==> src/rtl/booth_pkg.sv <==
// Shared types for the Booth multiplier control path: FSM state
// encoding and the recoded per-iteration datapath operation.
package booth_pkg;

    typedef enum logic [2:0] {
        IDLE  = 3'd0,
        LOAD  = 3'd1,
        EVAL  = 3'd2,
        SHIFT = 3'd3,
        DONE  = 3'd4
    } booth_state_e;

    typedef enum logic [1:0] {
        OP_NOP = 2'd0,
        OP_ADD = 2'd1,
        OP_SUB = 2'd2
    } booth_op_e;

endpackage

==> src/rtl/booth_recode.sv <==
// Radix-2 Booth recoder: maps the {q0,qm1} pair onto the operation
// the A register performs in the evaluate step.
module booth_recode
    import booth_pkg::*;
(
    input  logic      q0,
    input  logic      qm1,
    output booth_op_e op
);

    always_comb begin
        op = OP_NOP;
        unique case ({q0, qm1})
            2'b10:   op = OP_SUB;
            2'b01:   op = OP_ADD;
            default: op = OP_NOP;
        endcase
    end

endmodule

==> src/rtl/booth_ctrl.sv <==
// Sequencing FSM for the Booth's multiplier: start handshake, W x
// (evaluate, shift) iterations against an external counter, done handshake.
module booth_ctrl
    import booth_pkg::*;
#(
    parameter int WIDTH = 4,
    parameter int CNT_W = $clog2(WIDTH) + 1
) (
    input  logic             clk,
    input  logic             reset,
    input  logic             start_valid,
    output logic             start_ready,
    input  logic             q0,
    input  logic             qm1,
    input  logic [CNT_W-1:0] count,
    output logic             load,
    output logic             en_pp,
    output logic             add_en,
    output logic             sub_en,
    output logic             shift_en,
    output logic             busy,
    output logic             done_valid,
    input  logic             done_ready
);

    localparam logic [CNT_W-1:0] LAST_ITER = CNT_W'(WIDTH - 1);

    booth_state_e state;
    booth_state_e state_next;
    booth_op_e    op;

    booth_recode u_recode (
        .q0  (q0),
        .qm1 (qm1),
        .op  (op)
    );

    always_ff @(posedge clk or negedge reset) begin
        if (!reset) begin
            state <= IDLE;
        end else begin
            state <= state_next;
        end
    end

    // Outputs decode state only (plus the recoded op in EVAL), so the
    // asynchronous clear of state drops every strobe immediately.
    always_comb begin
        state_next  = state;
        start_ready = 1'b0;
        busy        = 1'b1;
        load        = 1'b0;
        en_pp       = 1'b0;
        add_en      = 1'b0;
        sub_en      = 1'b0;
        shift_en    = 1'b0;
        done_valid  = 1'b0;

        unique case (state)
            IDLE: begin
                start_ready = 1'b1;
                busy        = 1'b0;
                if (start_valid) begin
                    state_next = LOAD;
                end
            end
            LOAD: begin
                load       = 1'b1;
                state_next = EVAL;
            end
            EVAL: begin
                add_en     = (op == OP_ADD);
                sub_en     = (op == OP_SUB);
                state_next = SHIFT;
            end
            SHIFT: begin
                shift_en = 1'b1;
                en_pp    = 1'b1;
                // count is pre-increment; >= also terminates a corrupted count
                if (count >= LAST_ITER) begin
                    state_next = DONE;
                end else begin
                    state_next = EVAL;
                end
            end
            DONE: begin
                done_valid = 1'b1;
                if (done_ready) begin
                    state_next = IDLE;
                end
            end
            default: begin
                state_next = IDLE;
            end
        endcase
    end

endmodule

==> config.mk <==
export PLATFORM = sky130hd
export DESIGN_NAME = booth_ctrl
export DESIGN_NICKNAME = d
export VERILOG_FILES = /design/src/rtl/booth_pkg.sv /design/src/rtl/booth_recode.sv /design/src/rtl/booth_ctrl.sv
export SDC_FILE = /design/constraint.sdc
export NUM_CORES = 1
export LEC_CHECK = 0
export CAP_MARGIN = 20
export CELL_PAD_IN_SITES_DETAIL_PLACEMENT = 1
export CELL_PAD_IN_SITES_GLOBAL_PLACEMENT = 2
export CORE_MARGIN = 2
export CORE_UTILIZATION = 12
export DETAILED_ROUTE_END_ITERATION = 6
export MAX_ROUTING_LAYER = met4
export PLACE_DENSITY = 0.68
export REMOVE_ABC_BUFFERS = 1
export SLEW_MARGIN = 5
export SYNTH_ARGS = -nofsm -noshare
export SYNTH_HDL_FRONTEND = slang
export SYNTH_SLANG_ARGS = --single-unit
==> constraint.sdc <==
create_clock -name clk -period 1.1 [get_ports clk]
set_input_delay 0.11 -clock clk [delete_from_list [all_inputs] [get_ports clk]]
set_output_delay 0.11 -clock clk [all_outputs]
set_load 0.005 [all_outputs]
==> metrics, run 1 <==
result of the run=finished with violations; violations in the final reports=negative setup slack; global-route wire length before repair=1.15 mm; DRC violations left=0; number of global-route vias before repair=269; vertical die dimension=44.1 um; ratio of cells with drive above 1 in the final layout=a little over half; number of detailed-route iterations in the first pass=1; die boundary width=44.1 um; overflow left after global routing=0; power density relative to cell area=2560 nW/um^2; routed length per placed instance=11.3 um; number of warnings printed during yosys synthesis=0; cell area after placement=388 um^2; Final #Nets=54; count of hold-fix buffers inserted at cts=0; TritonCTS clock tree=done; area overhead of the layout relative to synthesis=132%; highest clock rate=705 MHz; utilization after layout=29.7%; area leader, netlist=dfrtp_1; core region area=1510 um^2; synthesized netlist cell count=19; number of nets still failing antenna checks after routing=0; top register by number of flip-flops=state; FF+latch count, synth=3; largest registers in the final layout=state (3); count of final hold-check violations=0; Critical Path RT=0.99 ns; max FFs per register=3; starting density of the core=12.8%; actual slew at the worst max-slew pin=0.167 ns; Clock Skew=roughly 0.00029 ns; final-report max-slew violation count=0; Static Leakage=about 0.21 nW; synthesized area per cell=10.1 um^2; slowest cell on the critical path=or3b_4; routability cong.=0.745; clock tree root driver cell=clkbuf_4; number of DRC violations after detailed-routing iteration 0=0; MaxCap Viol Count=0; Largest stage delay, worst path=0.41 ns; initial antenna violation count=0; DR vias/cell=4.12; antenna diode instance count=0; Critical Path Fanout Max=2; Final WS setup=-0.318 ns; final HPWL from detailed placement=469 um; cells taking the most area after synthesis=dfrtp_1 39%, nor3b_2 13%, nor3b_1 7.8%, and3b_2 5.2%, nor3_1 5.2%; row count=14; Max Buffers Root-to-Sink=2; path category of the worst min-delay check=input pin to asynchronous set/reset pin; IO Pins=17; number of inserted filler cells in the final layout=184; critical-path cell list=or3b_4 > nor3b_2 > buf_2; Layout Cell Area excl Fill=around 450 um^2; Mapped Area=between 150 and 200 um^2; setup repair after global routing missed its margin=yes; clock transition at the registers of the reported paths=0.03 ns; Clock Sink Count=3; H-tree depth=1; crit path capture type=output port; clock period minus final worst setup slack=around 1.4 ns; number of port buffers=16; category of the worst setup path launch point=flip-flop; die area=1940 um^2; via count=247; total wire length=679 um; critical path arrival=1.31 ns; proportion of netlist area held by the largest area contributor=39.0%; global routing usage summed across all routing layers=8.46%; source-to-sink clock delay at the later pin of the worst-skew pair=between 0.2 and 0.25 ns; portion of the clock cycle consumed by the worst path in the final layout=129%; fraction of the yosys area taken by sequential cells=about two fifths; maximum number of pins on one net before global-route repair=8; maximum VDD drop=0.000824 V; TritonCTS Buffers=3; Worst slew margin=88.9%; kind of critical path=flip-flop to output port; final setup violation count=8; unique cell type count in the Yosys netlist=13
==> power breakdown <==
part / switching, W / internal (W) / total, W / leakage (nW)
logic: 0.000315 / 0.000442 / 0.000757 / 0.160
clock network: 0.0000540 / 0.000136 / 0.000190 / 0.0150
registers: 0.0000335 / 0.000165 / 0.000198 / 0.0370
total: 0.000403 / 0.000742 / 0.00114 / 0.212
==> through the flow <==
stage	instances	setup WS, ns	setup TNS, ns	total power (W)	hold slack (ns)
after global placement	53	-0.464	-2.54	0.000792	0.305
after CTS	58	-0.328	-1.93	0.00104	0.0657
final	60	-0.318	-1.54	0.00114	0.0689
after detailed placement	53	-0.491	-2.77	0.000812	0.311
after global routing	60	-0.373	-2.08	0.00124	0.0664
after floorplan	18	-0.0274	-0.0343	0.000432	-0.186
==> cell families (layout without fill, tap and decap cells) <==
group / count (synthesis) / after routing / share of synthesized area [%]
buffers and inverters: 3 / 28 / 7.80
DFF: 3 / 3 / 39.0
AOI/OAI and AO/OA: 4 / 4 / 15.6
and+or+nand+nor: 9 / 9 / 37.7
==> critical path, delay by kind of cell, from the launching register on <==
kind | cells | cell delay (ns)
AND/OR/NAND/NOR | 2 | 0.58
flip-flops | 1 | 0.37
buffers and inverters | 1 | 0.13
==> routing by layer <==
metal	share of wire, %	global-route usage [%]	wire [um]
met3	9.4	3.27	64
met4	0	7.27	0
met5	0	-	0
met2	50	12.4	340
met1	40	8.84	274
==> synth_stat cells <==
cell type and instances:
dfrtp_1 3, buf_4 1, or3b_1 1, and3b_2 1, nor2_1 1, a31oi_1 1, nor3_1 2, nor3b_2 2
nor3b_1 2, a22o_1 1, o21bai_1 1, inv_1 2, a21o_1 1
==> repair_timing <==
item | 4_1_cts | 5_1_grt
endpoints found under the setup margin | 8 | 9
resized for setup | 28 | 9
buffers inserted | 1 | 2
pin swaps | 1 | 5
==> path summary, 6_finish.rpt <==
path | cells after the start | start | to | slack [ns]
setup / recovery | 3 | state[0] | add_en | -0.32
hold / removal | 1 | reset | state[1] | 0.07
setup reg to reg | 3 | state[0] | state[2] | 0.01
hold reg to reg | 2 | state[0] | state[0] | 0.62
max in group asynchronous | 1 | reset | state[0] | 0.88
min in group clk | 3 | start_valid | state[0] | 0.46
==> layout make-up <==
| cell class | instances | area (um^2) | area share [%] |
|---|---|---|---|
| timing repair buffer | 22 | 186 | 41.6 |
| multi-input combinational | 13 | 133 | 29.6 |
| sequential | 3 | 75.1 | 16.8 |
| clock buffer | 4 | 26.3 | 5.87 |
| tap | 16 | 20.0 | 4.47 |
| inverter | 2 | 7.51 | 1.68 |
==> cell usage in the layout (no fill, tap or decap) <==
cell type        n
or3b_4           1
nor3b_2          3
buf_6            4
nor2_1           1
dlygate4sd2_1    1
buf_2            4
dfrtp_1          3
a31oi_1          1
nor3_1           1
clkdlybuf4s50_1  8
clkbuf_2         2
a21o_1           1
and3b_2          1
o21bai_1         1
clkbuf_1         1
nor3_4           1
nor3b_4          1
clkbuf_4         3
inv_1            2
a22o_1           1
buf_4            3
(Power assumes the default switching activity.)
==> run 2: changes to the inputs <==
Settings changed: ABC_AREA set to 1, CORE_UTILIZATION 12 to 11, PLACE_DENSITY 0.68 to 0.69.
==> metrics, run 2 <==
count of hold-fix buffers inserted at cts=0; Static Leakage=0.285 nW; Clock Skew=around 0.0037 ns; Final WS setup=-0.0946 ns; ratio of cells with drive above 1 in the final layout=roughly 50%; clock period minus final worst setup slack=approximately 1.2 ns; total wire length=between 700 and 800 um; proportion of netlist area held by the largest area contributor=between 30% and 40%; top register by number of flip-flops=state; setup repair after global routing missed its margin=yes; number of port buffers=16; fraction of the yosys area taken by sequential cells=35.3%; number of flops mapped to enable cells by yosys=0; TritonCTS Buffers=3; Worst slew margin=around 90%; power density relative to cell area=2620 nW/um^2; Final Instance Count excl. Fillers=90; die area=2300 um^2; area leader, netlist=dfrtp_1; largest registers in the final layout=state (3); vertical die dimension=48.0 um; cell count after placement=83; actual slew at the worst max-slew pin=0.145 ns; DR vias/cell=3.47; MaxCap Viol Count=0; worst slack after detailed placement=-0.316 ns; unique cell type count in the Yosys netlist=8; number of DRC violations after detailed-routing iteration 0=0; R2R Path Start=state[2]; register-to-register setup slack=0.03 ns; cells taking the most area after synthesis=dfrtp_1 35%, inv_1 18%, nand2_1 18%, nand3_1 9.4%, nor2_1 8.8%; path category of the worst min-delay check=input pin to asynchronous set/reset pin; number of warnings printed during yosys synthesis=0; most used cells in the layout excluding fill and tap cells=8 x inv_1, 8 x nand2_1, 8 x clkdlybuf4s50_1; TritonCTS clock tree=done; crit path capture type=output port; via count=approximately 310; overflow left after global routing=0; clock transition at the registers of the reported paths=0.04 ns; critical path arrival=~1.1 ns; antenna diode instance count=0; category of the worst setup path launch point=flip-flop; row count=15; max FFs per register=3; number of global-route vias before repair=313; IO Pins=17; kind of critical path=flip-flop to output port; number of nets still failing antenna checks after routing=0; Max Buffers Root-to-Sink=2; number of inserted filler cells in the final layout=235; result of the run=finished with violations; Clock Sink Count=3; number of detailed-route iterations in the first pass=1; global routing usage summed across all routing layers=7.78%; final HPWL from detailed placement=528 um; Post-synth top flop=dfrtp_1; portion of the clock cycle consumed by the worst path in the final layout=109%; source-to-sink clock delay at the later pin of the worst-skew pair=0.23 ns; FF+latch count, synth=3; synthesized area per cell=a little under 6 um^2; die boundary width=between 40 and 50 um; synthesized netlist cell count=36; Mapped Area=between 200 and 250 um^2; count of final hold-check violations=0; Critical Path Fanout Max=2; DRC violations left=0; starting density of the core=about an eighth; final-report max-slew violation count=0; multi-input combinational cell area=125 um^2; maximum number of pins on one net before global-route repair=7; routed length per placed instance=8.14 um; core region area=around 1800 um^2; violations in the final reports=negative setup slack; most numerous cell types in the synthesized netlist=10 x inv_1, 10 x nand2_1, 5 x nor2_1; maximum VDD drop=0.000576 V; highest clock rate=837 MHz; routability cong.=0.651; area taken by flip-flops and latches=76.3 um^2; Final #Nets=75; clock tree root driver cell=clkbuf_4; final setup violation count=8; global-route wire length before repair=1.17 mm; initial antenna violation count=0; H-tree depth=1; area overhead of the layout relative to synthesis=142%; timing startpoint of the critical path=state[2]; Critical Path RT=0.99 ns; fraction of registers with async set or reset after synthesis=100%
==> run 2: worst paths after layout <==
check                      endpoint  cells after the start
setup reg to reg           state[0]                      7
setup / recovery             add_en                      4
min in group clk           state[0]                      5
hold reg to reg            state[2]                      4
hold / removal             state[0]                      1
max in group asynchronous  state[1]                      1
==> run 2: repair_timing <==
action,4_1_cts,5_1_grt
buffers inserted,3,1
gates cloned,0,0
pin swaps,3,6
endpoints found under the setup margin,9,9
resized for setup,35,14
==> run 2: logic make-up (layout without fill, tap and decap cells) <==
group | count (synthesis) | count (layout) | share of synthesized area, %
AND/OR/NAND/NOR | 22 | 22 | 43.5
buffers and inverters | 11 | 40 | 21.2
flip-flops | 3 | 3 | 35.3
==> run 2: report_power, final <==
group	switching [W]	internal (W)	total, W
sequential	0.0000635	0.000170	0.000233
clock	0.0000589	0.000136	0.000195
combinational	0.000391	0.000529	0.000920
total	0.000513	0.000835	0.00135
==> run 2: worst max-delay path: stages (launching register included) <==
cell	delay [ns]
dfrtp_1	0.39
nor2_2	0.13
nand2_1	0.08
nor3_1	0.12
buf_2	0.14
==> run 2: layout make-up <==
| cell class | count | share of cell area, % |
|---|---|---|
| Inverter | 10 | 7.77 |
| Tap cell | 25 | 6.07 |
| Sequential cell | 3 | 14.8 |
| Clock buffer | 4 | 5.10 |
| Multi-Input combinational cell | 22 | 24.3 |
| Timing Repair Buffer | 26 | 42.0 |
==> run 2: through the flow <==
stage	area, um^2	TNS, ns	power, W	utilization, %	hold WS, ns
floorplan	205	0	0.000476	-	-0.186
global placement	449	-1.66	0.000980	25.5	0.306
detailed placement	449	-1.69	0.000986	25.5	0.310
CTS	480	-0.755	0.00123	27.2	0.0589
global route	515	-0.949	0.00148	29.2	0.0747
finish	515	-0.349	0.00135	29.2	0.0617
==> run 2: layer usage <==
metal | share of wire [%] | wire, um | vias to the layer above | track usage [%]
met3 | 4.9 | 36 | 0 | 2.26
met2 | 57 | 419 | 6 | 14.1
met5 | 0 | 0 | - | -
met4 | 0 | 0 | 0 | 4.86
li1 | - | - | 161 | -
met1 | 38 | 277 | 145 | 6.92
